==> src/rtl/seven_segment_reader.sv <==
// seven_segment_reader: samples six active-low seven-segment buses, waits for
// a pattern that holds for STABLE_CYCLES consecutive edges, decodes each digit
// back to a nibble with blank/invalid flags, and presents every new stable
// display state once on a valid/ready handshake.
// Optional feature: define SEVEN_SEGMENT_READER_ERRCNT_EN to add err_count,
// a saturating count of reported frames that contain an invalid digit.
module seven_segment_reader #(
  parameter int unsigned STABLE_CYCLES = 4
) (
  input  logic        CLOCK_50,
  input  logic        RESET,
  input  logic [41:0] HEX_IN,
  output logic        out_valid,
  input  logic        out_ready,
  output logic [23:0] out_digits,
  output logic [5:0]  out_blank,
`ifdef SEVEN_SEGMENT_READER_ERRCNT_EN
  output logic [5:0]  out_invalid,
  output logic [15:0] err_count
`else
  output logic [5:0]  out_invalid
`endif
);

  localparam int unsigned CNT_W = $clog2(STABLE_CYCLES + 1);
  typedef logic [CNT_W-1:0] cnt_t;
  localparam cnt_t CNT_MAX = cnt_t'(STABLE_CYCLES);

  typedef enum logic {TRACK, PRESENT} state_t;

  state_t      state_q, state_d;
  logic [41:0] hex_q;
  cnt_t        cnt_q, cnt_d;
  logic [41:0] last_rep_q;
  logic        rep_vld_q;
  logic [23:0] digits_q;
  logic [5:0]  blank_q;
  logic [5:0]  invalid_q;
  logic        load_frame;
  logic        fire;

  logic [23:0] dec_digits;
  logic [5:0]  dec_blank;
  logic [5:0]  dec_invalid;

  // Returns {invalid, blank, nibble} for one active-low digit pattern.
  function automatic logic [5:0] decode_seg(input logic [6:0] seg);
    case (seg)
      7'h40: decode_seg = {2'b00, 4'h0};
      7'h79: decode_seg = {2'b00, 4'h1};
      7'h24: decode_seg = {2'b00, 4'h2};
      7'h30: decode_seg = {2'b00, 4'h3};
      7'h19: decode_seg = {2'b00, 4'h4};
      7'h12: decode_seg = {2'b00, 4'h5};
      7'h02: decode_seg = {2'b00, 4'h6};
      7'h78: decode_seg = {2'b00, 4'h7};
      7'h00: decode_seg = {2'b00, 4'h8};
      7'h10: decode_seg = {2'b00, 4'h9};
      7'h08: decode_seg = {2'b00, 4'hA};
      7'h03: decode_seg = {2'b00, 4'hB};
      7'h46: decode_seg = {2'b00, 4'hC};
      7'h21: decode_seg = {2'b00, 4'hD};
      7'h06: decode_seg = {2'b00, 4'hE};
      7'h0E: decode_seg = {2'b00, 4'hF};
      7'h7F: decode_seg = {2'b01, 4'h0};
      default: decode_seg = {2'b10, 4'h0};
    endcase
  endfunction

  // Decode all six captured digits in parallel.
  always_comb begin
    logic [5:0] d;
    dec_digits  = '0;
    dec_blank   = '0;
    dec_invalid = '0;
    for (int n = 0; n < 6; n++) begin
      d                  = decode_seg(hex_q[7*n +: 7]);
      dec_digits[4*n +: 4] = d[3:0];
      dec_blank[n]         = d[4];
      dec_invalid[n]       = d[5];
    end
  end

  // Stability counter: restart on any input change, otherwise count up and hold at the limit.
  always_comb begin
    if (HEX_IN != hex_q)       cnt_d = '0;
    else if (cnt_q == CNT_MAX) cnt_d = cnt_q;
    else                       cnt_d = cnt_q + cnt_t'(1);
  end

  // A report fires when the pattern has just been (or already is) stable long enough and is new.
  assign fire = (cnt_d == CNT_MAX) && (!rep_vld_q || (hex_q != last_rep_q));

  // State register.
  always_ff @(posedge CLOCK_50 or posedge RESET) begin
    if (RESET) state_q <= TRACK;
    else       state_q <= state_d;
  end

  // Next-state logic and frame-load strobe.
  always_comb begin
    // NOTE: every output of this block gets a default first so no path can leave it unassigned and infer a latch.
    state_d    = state_q;
    load_frame = 1'b0;
    case (state_q)
      TRACK: begin
        if (fire) begin
          state_d    = PRESENT;
          load_frame = 1'b1;
        end
      end
      PRESENT: begin
        if (out_ready) state_d = TRACK;
      end
      default: state_d = TRACK;
    endcase
  end

  // Input capture and stability tracking run in both states.
  always_ff @(posedge CLOCK_50 or posedge RESET) begin
    // NOTE: non-blocking assignments here so every register samples pre-edge values, independent of statement order.
    if (RESET) begin
      hex_q <= '1;
      cnt_q <= '0;
    end else begin
      hex_q <= HEX_IN;
      cnt_q <= cnt_d;
    end
  end

  // Frame latch plus repeat-suppression memory; outputs stay frozen between loads.
  always_ff @(posedge CLOCK_50 or posedge RESET) begin
    if (RESET) begin
      last_rep_q <= '0;
      rep_vld_q  <= 1'b0;
      digits_q   <= '0;
      blank_q    <= '0;
      invalid_q  <= '0;
    end else if (load_frame) begin
      last_rep_q <= hex_q;
      rep_vld_q  <= 1'b1;
      digits_q   <= dec_digits;
      blank_q    <= dec_blank;
      invalid_q  <= dec_invalid;
    end
  end

  assign out_valid   = (state_q == PRESENT);
  assign out_digits  = digits_q;
  assign out_blank   = blank_q;
  assign out_invalid = invalid_q;

`ifdef SEVEN_SEGMENT_READER_ERRCNT_EN
  logic [15:0] err_q;

  // Saturating count of reported frames carrying at least one invalid digit.
  always_ff @(posedge CLOCK_50 or posedge RESET) begin
    if (RESET)                                        err_q <= '0;
    else if (load_frame && (|dec_invalid) && (err_q != 16'hFFFF)) err_q <= err_q + 16'd1;
  end

  assign err_count = err_q;
`endif

endmodule

==> config.mk <==
export PLATFORM = sky130hd
export DESIGN_NAME = seven_segment_reader
export DESIGN_NICKNAME = d
export VERILOG_FILES = /design/src/rtl/seven_segment_reader.sv
export SDC_FILE = /design/constraint.sdc
export NUM_CORES = 1
export LEC_CHECK = 0
export ABC_AREA = 1
export CAP_MARGIN = 10
export CORE_MARGIN = 2
export CORE_UTILIZATION = 50
export CTS_BUF_LIST = sky130_fd_sc_hd__clkbuf_16
export DETAILED_ROUTE_END_ITERATION = 7
export PLACE_DENSITY = 0.72
export REMOVE_ABC_BUFFERS = 1
export SYNTH_ARGS = -nofsm -noshare
export SYNTH_HDL_FRONTEND = slang
export SYNTH_SLANG_ARGS = --single-unit
==> constraint.sdc <==
create_clock -name CLOCK_50 -period 9.6 [get_ports CLOCK_50]
set_input_delay 0.96 -clock CLOCK_50 [delete_from_list [all_inputs] [get_ports CLOCK_50]]
set_output_delay 0.96 -clock CLOCK_50 [all_outputs]
set_load 0.05 [all_outputs]
==> results.txt, run 1 <==
The flow ran to the end, and the final reports show no timing, DRC or antenna violations. In this design, the critical path's most frequently occurring cell is sky130_fd_sc_hd__nand2_1. The critical path is of the input pin to flip-flop type. The estimated wirelength of the detail-placed design is 14700 um. Clock-pin slew was measured on the worst setup and hold paths at around 50 ps. The count of final max-slew check failures came to 0. The number of antenna violations at the first check in global routing is 0. The count of max-cap constraint violations came out at 0. The highest clock frequency the design can meet is 282 MHz. The number of hold buffers added after CTS came out at 0. The proportion of netlist area held by the largest area contributor is 26.0%. The I/O pin count came out at a little over 80. In this run the worst hold path is classified as flip-flop to flip-flop. The post-CTS repair timing setup buffer count is 0. The core region is 15800 um2. The CTS root buffer is sky130_fd_sc_hd__clkbuf_16.

Measured along the x axis, the die boundary spans approximately 130 um. The initial core utilization is 50.7%. The floorplan step defined a die boundary enclosing ~17000 um2. For this run, asynchronously set or reset flops after synthesis account for 100%. Counting the buffers created by CTS gives 17. The share of the clock period used by the worst path came out at ~37%. The antenna violation net count after detailed routing came out at 0. The most used flip-flop cell after synthesis is sky130_fd_sc_hd__dfrtp_1.

Total power for the finished layout comes to 1.38 mW. The aggregate routed wire length is 21200 um. The final-report hold violation count came to 0.

The site row count came out at 46. The sequential cell area came out at 3180 um2. The flip-flop and latch count after synthesis came out at ~130.

The area of the multi-input gates came out at 4000 um2. The overall die height came out at 130 um. The area growth from synthesis to layout is 18.0%. Along the worst hold path, the cell count comes to 2.

The antenna diode instance count is 0. The clock latency on the worst-skew pair came out at 430 ps. The normalized max-slew margin is 34.5%. The synthesized design spends more area on one cell type than any other, namely sky130_fd_sc_hd__dfrtp_1. The required time at the worst-slack endpoint came out at 9910 ps. The ratio of total power to cell area is 146 nW/um2. The worst hold margin is 477 ps.

The detailed-route via count is 7717. Setup violations remaining at the end of the flow were counted as 0. The share of final-layout standard cells stronger than drive strength 1 came out at 7.94%. Setup repair after global routing left no endpoint under its margin.

The violation count after the first detailed-routing iteration came out at roughly 740. The worst voltage drop across the vdd grid came out at roughly 0.15 mV. STA classifies the critical path startpoint as an input pin.

In the routed design, unresolved DRC markers number 0. Input and output buffers added on the ports amount to between 80 and 90. The clock passes through at most 2 buffers. The CTS H-tree depth is 4. Along the worst path, the maximum fanout reaches 51.

The number of global-route vias before repair is 7116. The slowest stage of the critical path belongs to the cell sky130_fd_sc_hd__inv_2. The number of resized instances in the post-cts repair step came out at 0. The number of sinks on the clock net came out at 125. Counting distinct cell types in the post-synthesis netlist gives 37. The sequential area share after synthesis came out at 39.8%. The number of cell instances on the worst register-to-register path is 14.

The routed length per placed instance came out at 14.3 um. The data arrival time at the worst-slack endpoint is 3850 ps. The detailed-route vias per instance is between 5 and 6.

Global routing used 25.9% of the available tracks. The number of iterations in the first detailed-routing pass came out at 5. At the pin with the least slew margin, the transition time is between 900 and 1000 ps.

In the synthesized netlist, the number of instances is 1198. The number of flops mapped to enable cells by yosys is 0. The largest net degree at the start of global routing came out at 65.

The maximum cell stage delay along the critical path is approximately 730 ps. The leftover overflow at the end of global routing is 0. Summing every instance area after synthesis gives 7990 um2. The clock skew came out at 12.3 ps.

The mean instance size in the synthesized netlist is about 6.7 um2. The signal on the critical path passes through clkdlybuf4s50_1 -> inv_1 -> nand2_1 -> nand2_1 -> nor2_1 -> nand2_1 -> nor2_1 -> nand2_1 -> nor2_1 -> nand4_1 -> inv_2 -> buf_4 -> nand2_1 -> nand2_1 -> nand2_1. The number of filler cells placed in the layout is 1559. The total number of nets in the final design came out at 1294.

The time the worst path needs with I/O delays and setup came out at approximately 3500 ps. The reported leakage power is 4.78 nW. The kind of capture point of the worst setup path is a flip-flop.

The first-pass GRT wire length is approximately 35000 um. The setup total negative slack came out at 0 ps. The congestion estimate from routability-driven global placement came to approximately 0.95. The number of warnings issued by yosys came out at 0. After synthesis, the cell types taking the most area are sky130_fd_sc_hd__dfrtp_1, sky130_fd_sc_hd__nand2_1, sky130_fd_sc_hd__dfstp_2. The TritonCTS clock tree is yes.
==> final cells by class <==
type | count | share of cell area (%)
sequential | 125 | 33.7
clock buffer | 17 | 4.51
timing repair buffer | 85 | 8.92
inverter | 136 | 5.44
clock inverter | 15 | 2.15
multi-input combinational | 882 | 42.4
tap | 216 | 2.87
==> kinds of logic (layout without fill, tap and decap cells) <==
family | after synthesis | after routing | share of synthesized area, %
and+or+nand+nor | 793 | 793 | 41.6
adders and majority gates | 2 | 2 | 0.313
AOI/OAI and AO/OA | 43 | 43 | 3.19
DFF | 125 | 125 | 39.8
xor gates and xnor gates | 44 | 44 | 4.82
buffers and inverters | 191 | 253 | 10.3
==> synth_stat cells (all sizes together), types with 2 or more instances <==
library cell / count
nor2: 140
nor4: 8
dfrtp: 83
xnor2: 36
nand4: 27
a21oi: 16
nand3: 135
ha: 2
nor3: 37
inv: 135
o21ai: 11
nand3b: 4
buf: 54
o21bai: 3
dfstp: 42
xor2: 8
o2111ai: 2
a31oi: 3
o31ai: 3
or2: 2
nand2: 438
==> state kept, by name, summed over array words and instances (netlist names) <==
register and count:
last_rep_q 42, rep_vld_q 1, cnt_q 3, out_valid 1
out_blank 6, hex_q 42, out_invalid 6, out_digits 24
==> final timing paths <==
check                                from             end  slack [ps]
max                            HEX_IN[39]  out_digits[23]        6050
max in group asynchronous           RESET   out_digits[1]        7270
min reg2reg                out_digits[10]  out_digits[10]         480
max reg2reg                     hex_q[16]  out_digits[23]        6430
min                        out_digits[10]  out_digits[10]         480
min in group asynchronous           RESET  out_invalid[2]        1050
==> per-stage QoR <==
step                util (%)  std cells  worst slack (ps)  area, um2
finish                  59.8       1476              6050       9430
global route            59.8       1476              5770       9430
CTS                     59.8       1476              6090       9430
detailed placement      55.8       1444              5650       8800
global placement        55.8       1444              5680       8800
floorplan                  -       1143              5380       7680
==> critical path: cells and delay by family <==
kind / cells / cell delay, ps
buffers and inverters: 4 / 1720
and+or+nand+nor: 11 / 1150
==> routing by layer <==
| layer | up-vias | share of wire (%) | global-route usage, % | wire length (um) |
|---|---|---|---|---|
| met1 | 3563 | 45 | 36.6 | 9590 |
| met2 | 279 | 47 | 41.8 | 9950 |
| met5 | - | 0 | 0 | 0 |
| met4 | 0 | 1.1 | 7.20 | 234 |
| met3 | 23 | 6.5 | 4.11 | 1370 |
| li1 | 3852 | - | - | - |
==> report_power, final <==
part           switching [mW]  leakage [nW]  total, mW  internal [mW]
Clock                   0.234         0.312      0.688          0.455
Combinational          0.0740          2.87      0.122         0.0483
Sequential             0.0235          1.60      0.568          0.545
Total                   0.331          4.78       1.38           1.05
==> cell usage in the layout (no fill, tap or decap), types with 2 or more instances in the layout <==
cell type / n
sky130_fd_sc_hd__a21oi_1: 16
sky130_fd_sc_hd__a31oi_1: 3
sky130_fd_sc_hd__buf_4: 4
sky130_fd_sc_hd__bufinv_16: 5
sky130_fd_sc_hd__clkbuf_16: 17
sky130_fd_sc_hd__clkdlybuf4s50_1: 81
sky130_fd_sc_hd__clkinv_1: 3
sky130_fd_sc_hd__clkinv_2: 5
sky130_fd_sc_hd__dfrtp_1: 83
sky130_fd_sc_hd__dfstp_2: 42
sky130_fd_sc_hd__ha_1: 2
sky130_fd_sc_hd__inv_1: 118
sky130_fd_sc_hd__inv_2: 17
sky130_fd_sc_hd__nand2_1: 438
sky130_fd_sc_hd__nand3_1: 133
sky130_fd_sc_hd__nand3_2: 2
sky130_fd_sc_hd__nand3b_1: 4
sky130_fd_sc_hd__nand4_1: 27
sky130_fd_sc_hd__nor2_1: 136
sky130_fd_sc_hd__nor2_2: 3
sky130_fd_sc_hd__nor3_1: 37
sky130_fd_sc_hd__nor4_1: 8
sky130_fd_sc_hd__o2111ai_1: 2
sky130_fd_sc_hd__o21ai_0: 10
sky130_fd_sc_hd__o21bai_1: 3
sky130_fd_sc_hd__o31ai_1: 3
sky130_fd_sc_hd__xnor2_1: 36
sky130_fd_sc_hd__xor2_1: 8
(Power assumes the default switching activity.)
==> run 2: changes to the inputs <==
--- a/config.mk
+++ b/config.mk
@@ -11,7 +11,7 @@
 export CORE_UTILIZATION = 50
 export CTS_BUF_LIST = sky130_fd_sc_hd__clkbuf_16
 export DETAILED_ROUTE_END_ITERATION = 7
-export PLACE_DENSITY = 0.72
+export PLACE_DENSITY = 0.74
 export REMOVE_ABC_BUFFERS = 1
 export SYNTH_ARGS = -nofsm -noshare
 export SYNTH_HDL_FRONTEND = slang
==> constraint.sdc (replaced) <==
create_clock -name CLOCK_50 -period 3 [get_ports CLOCK_50]
set_input_delay 0.3 -clock CLOCK_50 [delete_from_list [all_inputs] [get_ports CLOCK_50]]
set_output_delay 0.3 -clock CLOCK_50 [all_outputs]
set_load 0.05 [all_outputs]
==> run 2 against run 1 <==
  * Sequential share of layout area is 0.18 points lower
  * Critical path depth shrank 2
  * Routed wire length increased by 3.3%
  * Clock power increased to 3.0 times the previous value
  * Cell area grew 0.54%
  * Core utilization grew 0.33 points
  * Largest cell class unchanged
  * Largest power group unchanged
  * Highest routed layer unchanged
==> results.txt, run 2 (same netlist as run 1, synthesis figures left out) <==
The number of iterations in the first detailed-routing pass came out at 5 (unchanged). The number of resized instances in the post-cts repair step is 0 (unchanged). The final instance area came to 9480 um2 (+0.54%). The clock input transition at the sequential cells of the worst setup and hold paths came out at 60 ps (about the same). The post-route core utilization is 60.1% (+0.33 points). The die area is 17000 um2 (unchanged). The critical path ends at last_rep_q[33]. The leftover overflow at the end of global routing is 0 (unchanged).

Compared with the post-synthesis result, the final layout area differs by 18.6%. The estimated wirelength of the detail-placed design was 16000 um (+8.4%). The initial core utilization is 50.7% (unchanged).

The worst reg-to-reg setup slack came out at 500 ps (-5930 ps). The share of final-layout standard cells stronger than drive strength 1 came out at 8.44% (+0.50 points). In this run the worst hold path is classified as input pin to async pin. The number of hold buffers added after CTS is 0 (unchanged). The worst register-to-register path begins at hex_q[16].

The time the worst path needs with I/O delays and setup is 2500 ps. The number of logic stages on the critical path including buffering came out at 13 (-2). The run finished with clean final reports. The combinational power share came out at 9.4% (+0.5 points). The worst voltage drop across the vdd grid is 0.391 mV (+160%).

The biggest fanout along the worst timing path came out at 28 (-45%). The core region area was 15800 um2 (unchanged). The overall die height came out at 130 um (unchanged). The post-route non-filler standard cell count came out at 1484 (+0.54%). By startpoint and endpoint, the worst setup path is classified as flip-flop to flip-flop. The total placed cells including tap cells was 1452 (+0.55%). The number of remaining DRC errors came out at 0 (unchanged).

The worst setup path is launched from a flip-flop. The kind of cell adding the most delay to the critical path is simple AND/OR/NAND/NOR gates. Among the stages of the critical path, the cell type that occurs most often is sky130_fd_sc_hd__nand2_1. The number of antenna violations at the first check in global routing was 0 (unchanged).

The reported leakage power was 4.80 nW (+0.51%). The measured slew at the worst slew-check pin is 540 ps (-442 ps). The required time at the worst-slack endpoint came out at 3370 ps (-6540 ps).

The width of the chip is 130 um (unchanged). The most common library cell in the layout ignoring fill and taps is sky130_fd_sc_hd__nand2_1. The clock buffer count from CTS is 17 (unchanged). The first-pass GRT wire length came out at 35700 um (+2.7%).

Tracing the worst setup path back leads to its startpoint at hex_q[16]. Leaving out fill and tap cells, the most frequent cells in the layout are sky130_fd_sc_hd__nand2_1, sky130_fd_sc_hd__nor2_1, sky130_fd_sc_hd__nand3_1. For this run, the top clock speed supported by timing is 400 MHz. The internal power summed over all cells came to 3.19 mW (+200%). The I/O pin count was 82 (unchanged). The number of global-route vias before repair is 7287 (+2.4%). The violation count after the first detailed-routing iteration came to 671 (-9.7%).

The number of cell instances on the worst register-to-register path is 13 (-1). The routability congestion estimate is 0.903 (-5.0%). The cell sitting at the root of the clock tree is a sky130_fd_sc_hd__clkbuf_16. The final-report hold violation count is 0 (unchanged).

The power share of the sequential group is 42.6% (+1.4 points). The post-CTS repair timing setup buffer count is 0 (unchanged). The worst path buffer plus inverter count is 3 (-1). The count of max-cap constraint violations came to 0 (unchanged). The maximum cell stage delay along the critical path was 650 ps (-80 ps). The worst hold margin came out at 272 ps (-205 ps). The site row count is 46 (unchanged). The detailed-route vias per instance came out at 5.27 (+0.87%).

The clock skew was 14.5 ps (+2.17 ps). The post-placement worst setup slack is 399 ps (-5250 ps). The count of final max-slew check failures came to 0 (unchanged). The clock power share came out at 48.0% (-1.9 points). The number of failing setup endpoints in the final timing report came out at 0 (unchanged).

The net switching power figure is 1.08 mW (+230%). The ratio of total power to cell area came out at 450 nW/um2 (+210%). The number of sinks on the clock net came out at 125 (unchanged). The switching share of power is 25.4% (+1.3 points). The aggregate routed wire length is 21800 um (+3.3%). The endpoint identified for the worst register-to-register timing path is last_rep_q[33].

The antenna diode instance count came out at 0 (unchanged). The clock latency on the worst-skew pair is 430 ps (about the same). The normalized max-slew margin came out at 64.0% (+30 points). The slowest stage of the critical path belongs to the cell sky130_fd_sc_hd__dfstp_2. The antenna violation net count after detailed routing was 0 (unchanged).

The routed length per placed instance is 14.7 um (+2.7%). The TritonCTS clock tree is yes. The maximum buffer depth of the clock tree is 2 (unchanged). The critical path goes through inv_2 -> nand2_1 -> nand2_1 -> nor2_1 -> nand2_1 -> nor2_1 -> nand2_1 -> nor2_1 -> nand4_1 -> inv_2 -> buf_4 -> nand3_1 -> nand2_1. Dividing the final minimum period by the clock period gives 83.4%. The total number of nets in the final design is 1302 (+0.62%).

The placed standard-cell area is 8900 um2 (+1.1%). The setup slack after layout came out at 499 ps (-5550 ps). The detailed-route via count was 7826 (+1.4%). The largest net degree at the start of global routing is 58 (-11%). Setup repair after global routing left no endpoint under its margin.

STA classifies the critical path endpoint as a flip-flop. The data arrival time at the worst-slack endpoint is 2870 ps (-980 ps). The count of input and output buffers is 81 (unchanged).

The total track usage came out at 26.6% (+0.71 points). The CTS H-tree depth came out at 4 (unchanged).
[run 2: worst register-to-register path, stage by stage, from the launching register on]
cell	delay, ps
sky130_fd_sc_hd__dfstp_2	650
sky130_fd_sc_hd__inv_2	90
sky130_fd_sc_hd__nand2_1	70
sky130_fd_sc_hd__nand2_1	50
sky130_fd_sc_hd__nor2_1	250
sky130_fd_sc_hd__nand2_1	100
sky130_fd_sc_hd__nor2_1	120
sky130_fd_sc_hd__nand2_1	60
sky130_fd_sc_hd__nor2_1	130
sky130_fd_sc_hd__nand4_1	120
sky130_fd_sc_hd__inv_2	220
sky130_fd_sc_hd__buf_4	380
sky130_fd_sc_hd__nand3_1	150
sky130_fd_sc_hd__nand2_1	90
[run 2: stage by stage]
step	setup TNS (ps)	power [mW]
CTS	0	4.30
finish	0	4.27
global placement	0	2.24
floorplan	-46460	2.06
global route	0	4.44
detailed placement	0	2.24
[run 2: cell type report]
class	count	area [um2]
clock inverter	15	156
sequential	125	3180
multi-input combinational	882	4000
inverter	136	513
timing repair buffer	93	938
clock buffer	17	425
tap	216	270
fill	1546	6290
[run 2: worst min path at each step]
| stage | startpoint | end | slack [ps] | cells after the start |
|---|---|---|---|---|
| after detailed placement | out_digits[20] | out_digits[20] | 460 | 2 |
| after floorplan | HEX_IN[0] | hex_q[0] | 300 | 0 |
| after global placement | out_digits[23] | out_digits[23] | 450 | 2 |
| after CTS | RESET | out_invalid[2] | 290 | 2 |
| after global routing | HEX_IN[18] | hex_q[18] | 320 | 1 |
| final | RESET | out_invalid[2] | 270 | 2 |
[run 2: power groups by stage]
stage,sequential (mW),combinational [mW],clock [mW]
2_1_floorplan,1.82,0.242,0
3_3_place_gp,1.84,0.397,0
3_5_place_dp,1.84,0.397,0
4_1_cts,1.82,0.401,2.08
5_1_grt,1.83,0.448,2.17
6_report,1.82,0.401,2.05
[run 2: routing by layer]
metal | track usage [%] | vias to the layer above | routed length, um
li1 | - | 3871 | -
met1 | 36.4 | 3591 | 9870
met2 | 43.1 | 324 | 9970
met3 | 4.36 | 40 | 1480
met4 | 9.64 | 0 | 512
met5 | 0 | - | 0
==> run 3: changes to the inputs <==
==> constraint.sdc (replaced) <==
create_clock -name CLOCK_50 -period 2 [get_ports CLOCK_50]
set_input_delay 0.2 -clock CLOCK_50 [delete_from_list [all_inputs] [get_ports CLOCK_50]]
set_output_delay 0.2 -clock CLOCK_50 [all_outputs]
set_load 0.05 [all_outputs]
==> run 3 against run 2 <==
  * The flow now finishes with violations (negative setup slack)
  * Sequential cell count is the same
  * Clock power grew 49%
  * Global-route usage grew 2.4 points
  * Cell area grew 18%
  * Power grew 54%
  * Die area is the same
  * Routed wire length grew 15%
  * Maximum frequency grew 11%
  * Sequential power grew 46%
  * Highest routed layer unchanged
==> results.txt, run 3 (same netlist as run 1, synthesis figures left out) <==
The run finished, with violations left. The endpoint of the most critical register-to-register path is last_rep_q[25]. The site row count was 46 (unchanged). The maximum cell stage delay along the critical path is 600 ps (-50 ps). The number of failing setup endpoints in the final timing report is 80 (+80). The clock skew was 9.38 ps (-5.11 ps). The clock buffer count from CTS came out at 17 (unchanged).

The estimated wirelength of the detail-placed design is 16400 um (+3.0%). The ratio of total power to cell area is 589 nW/um2 (+31%). The critical path is of the flip-flop to flip-flop type.

The core region area came out at 15800 um2 (unchanged). The number of antenna violations at the first check in global routing is 0 (unchanged). The start of the worst register-to-register path is hex_q[10]. The width of the chip is 130 um (unchanged). The clock input transition at the sequential cells of the worst setup and hold paths is 60 ps (about the same). The count of max-cap constraint violations came out at 0 (unchanged). The maximum buffer depth of the clock tree was 2 (unchanged).

The highest clock frequency the design can meet is 445 MHz (+11%). The TritonCTS clock tree is yes. The share of final-layout standard cells stronger than drive strength 1 is 23.2% (+15 points).

Among the stages of the critical path, the cell type that occurs most often is sky130_fd_sc_hd__nand2_1. The routed length per placed instance is 15.7 um (+6.4%). The data arrival time at the worst-slack endpoint came out at 2620 ps (-250 ps).

The detailed-route vias per instance came out at 5.42 (+2.8%). The placed standard-cell area is 9710 um2 (+9.2%). The setup slack after layout came out at -248 ps (-746 ps). Relative to the synthesized area, the layout overhead comes to 40.0%. The tightest min-delay check is of the input pin to async pin type. The leftover overflow at the end of global routing came to 0 (unchanged). The most common library cell in the layout ignoring fill and taps is sky130_fd_sc_hd__nand2_1.

The violation count after the first detailed-routing iteration was 889 (+32%). The post-route core utilization is 70.9% (+11 points). The normalized max-slew margin is 60.7% (-3.3 points).

The reported leakage power is 5.61 nW (+17%). The number of iterations in the first detailed-routing pass came out at 6 (+1). The total track usage came to 29.0% (+2.4 points). The count of final max-slew check failures is 0 (unchanged).

The measured slew at the worst slew-check pin came out at 584 ps (+43.8 ps). The number of sinks on the clock net is 125 (unchanged). The die area came out at 17000 um2 (unchanged). The largest net degree at the start of global routing came to 46 (-21%). The kind of capture point of the worst setup path is a flip-flop. The share of the clock period used by the worst path came out at 112% (+29 points). The final instance area came to 11200 um2 (+18%). The critical path goes through xor2_1 -> nor2_1 -> nand2_1 -> nor2_1 -> nand2_1 -> nor2_2 -> nand4_1 -> clkinv_4 -> buf_12 -> nand3_1 -> nand2_1.

The first-pass GRT wire length is 38300 um (+7.3%). The overall die height is 130 um (unchanged). The aggregate routed wire length is 25200 um (+15%).

The slowest stage of the critical path belongs to the cell sky130_fd_sc_hd__dfstp_2. The number of global-route vias before repair came out at 7874 (+8.1%). The worst reg-to-reg setup slack came out at -250 ps (-750 ps). The worst hold margin came out at 127 ps (-145 ps). The detailed-route via count came out at 8726 (+12%). The required time at the worst-slack endpoint is 2370 ps (-1000 ps). The antenna violation net count after detailed routing came out at 0 (unchanged). Setup repair after global routing could not meet its margin everywhere. The tree is rooted in a sky130_fd_sc_hd__clkbuf_16. The antenna diode instance count came out at 0 (unchanged). The CTS H-tree depth is 4 (unchanged).

The time the worst path needs with I/O delays and setup was 2250 ps (-254 ps). The number of remaining DRC errors is 0 (unchanged). The checks that failed: negative setup slack.

The type of element launching the critical path is a flip-flop. The routability congestion estimate is 0.964 (+6.7%). The clock latency on the worst-skew pair came out at 440 ps (about the same).

The count of input and output buffers is 81 (unchanged). The post-placement worst setup slack came out at -385 ps (-783 ps). The worst voltage drop across the vdd grid is 0.633 mV (+62%). The biggest fanout along the worst timing path is 29 (+3.6%). The number of hold buffers added after CTS is 0 (unchanged). The total number of nets in the final design is 1428 (+9.7%). The initial core utilization is 50.7% (unchanged).

The I/O pin count came out at 82 (unchanged). The final-report hold violation count is 0 (unchanged). The library cells used most frequently in the layout, excluding fill and tap cells, are sky130_fd_sc_hd__nand2_1, sky130_fd_sc_hd__nand3_1, sky130_fd_sc_hd__inv_1.

The number of cell instances on the worst register-to-register path is 11 (-2).
## run 3: metal layers
layer | vias to the layer above | wire (um) | global-route usage, %
met1 | 4062 | 10100 | 37.1
met3 | 73 | 2020 | 5.21
li1 | 4139 | - | -
met5 | - | 0 | 0
met2 | 452 | 12300 | 49.6
met4 | 0 | 817 | 10.5
## run 3: worst max path at each step
stage / cells past startpoint / slack, ps / start / endpoint
global route: 11 / -330 / hex_q[10] / last_rep_q[25]
detailed placement: 13 / -380 / HEX_IN[41] / out_blank[3]
finish: 11 / -250 / hex_q[10] / last_rep_q[25]
CTS: 13 / -110 / hex_q[7] / out_digits[16]
global placement: 12 / -310 / HEX_IN[5] / out_digits[13]
floorplan: 1 / -1460 / RESET / cnt_q[0]
## run 3: worst max-delay path: cells and delay by family, from the launching register on
| kind | cells | cell delay, ps |
|---|---|---|
| buf+inv | 2 | 390 |
| flops | 1 | 600 |
| xor+xnor | 1 | 90 |
| simple gates | 8 | 1090 |
## run 3: power breakdown
part	total [mW]	internal, mW	leakage (nW)	switching (mW)
combinational	0.874	0.383	3.74	0.491
clock	3.05	1.82	0.271	1.23
sequential	2.66	2.61	1.60	0.0473
total	6.58	4.82	5.61	1.77
## run 3: what timing repair did
action / 4_1_cts / 5_1_grt
setup endpoints to repair: 80 / 80
cloned: 5 / 6
endpoints found under the hold margin: 0 / 0
pin swaps: 13 / 29
setup buffers: 20 / 7
gates resized for setup: 56 / 82
## run 3: stage by stage
| stage | setup TNS [ps] | std cells | power [mW] |
|---|---|---|---|
| 6_report | -16660 | 1610 | 6.58 |
| 5_1_grt | -23690 | 1610 | 6.81 |
| 4_1_cts | -6160 | 1597 | 6.56 |
| 3_5_place_dp | -25000 | 1544 | 3.50 |
| 3_3_place_gp | -21320 | 1544 | 3.49 |
| 2_1_floorplan | -214370 | 1143 | 3.09 |
## run 3: cell type report
cell class / instances / area (um2)
clock buffer: 17 / 425
clock inverter: 15 / 148
fill: 1268 / 4580
inverter: 136 / 518
multi-input combinational: 882 / 4360
sequential: 125 / 3180
tap: 216 / 270
timing repair buffer: 219 / 2290
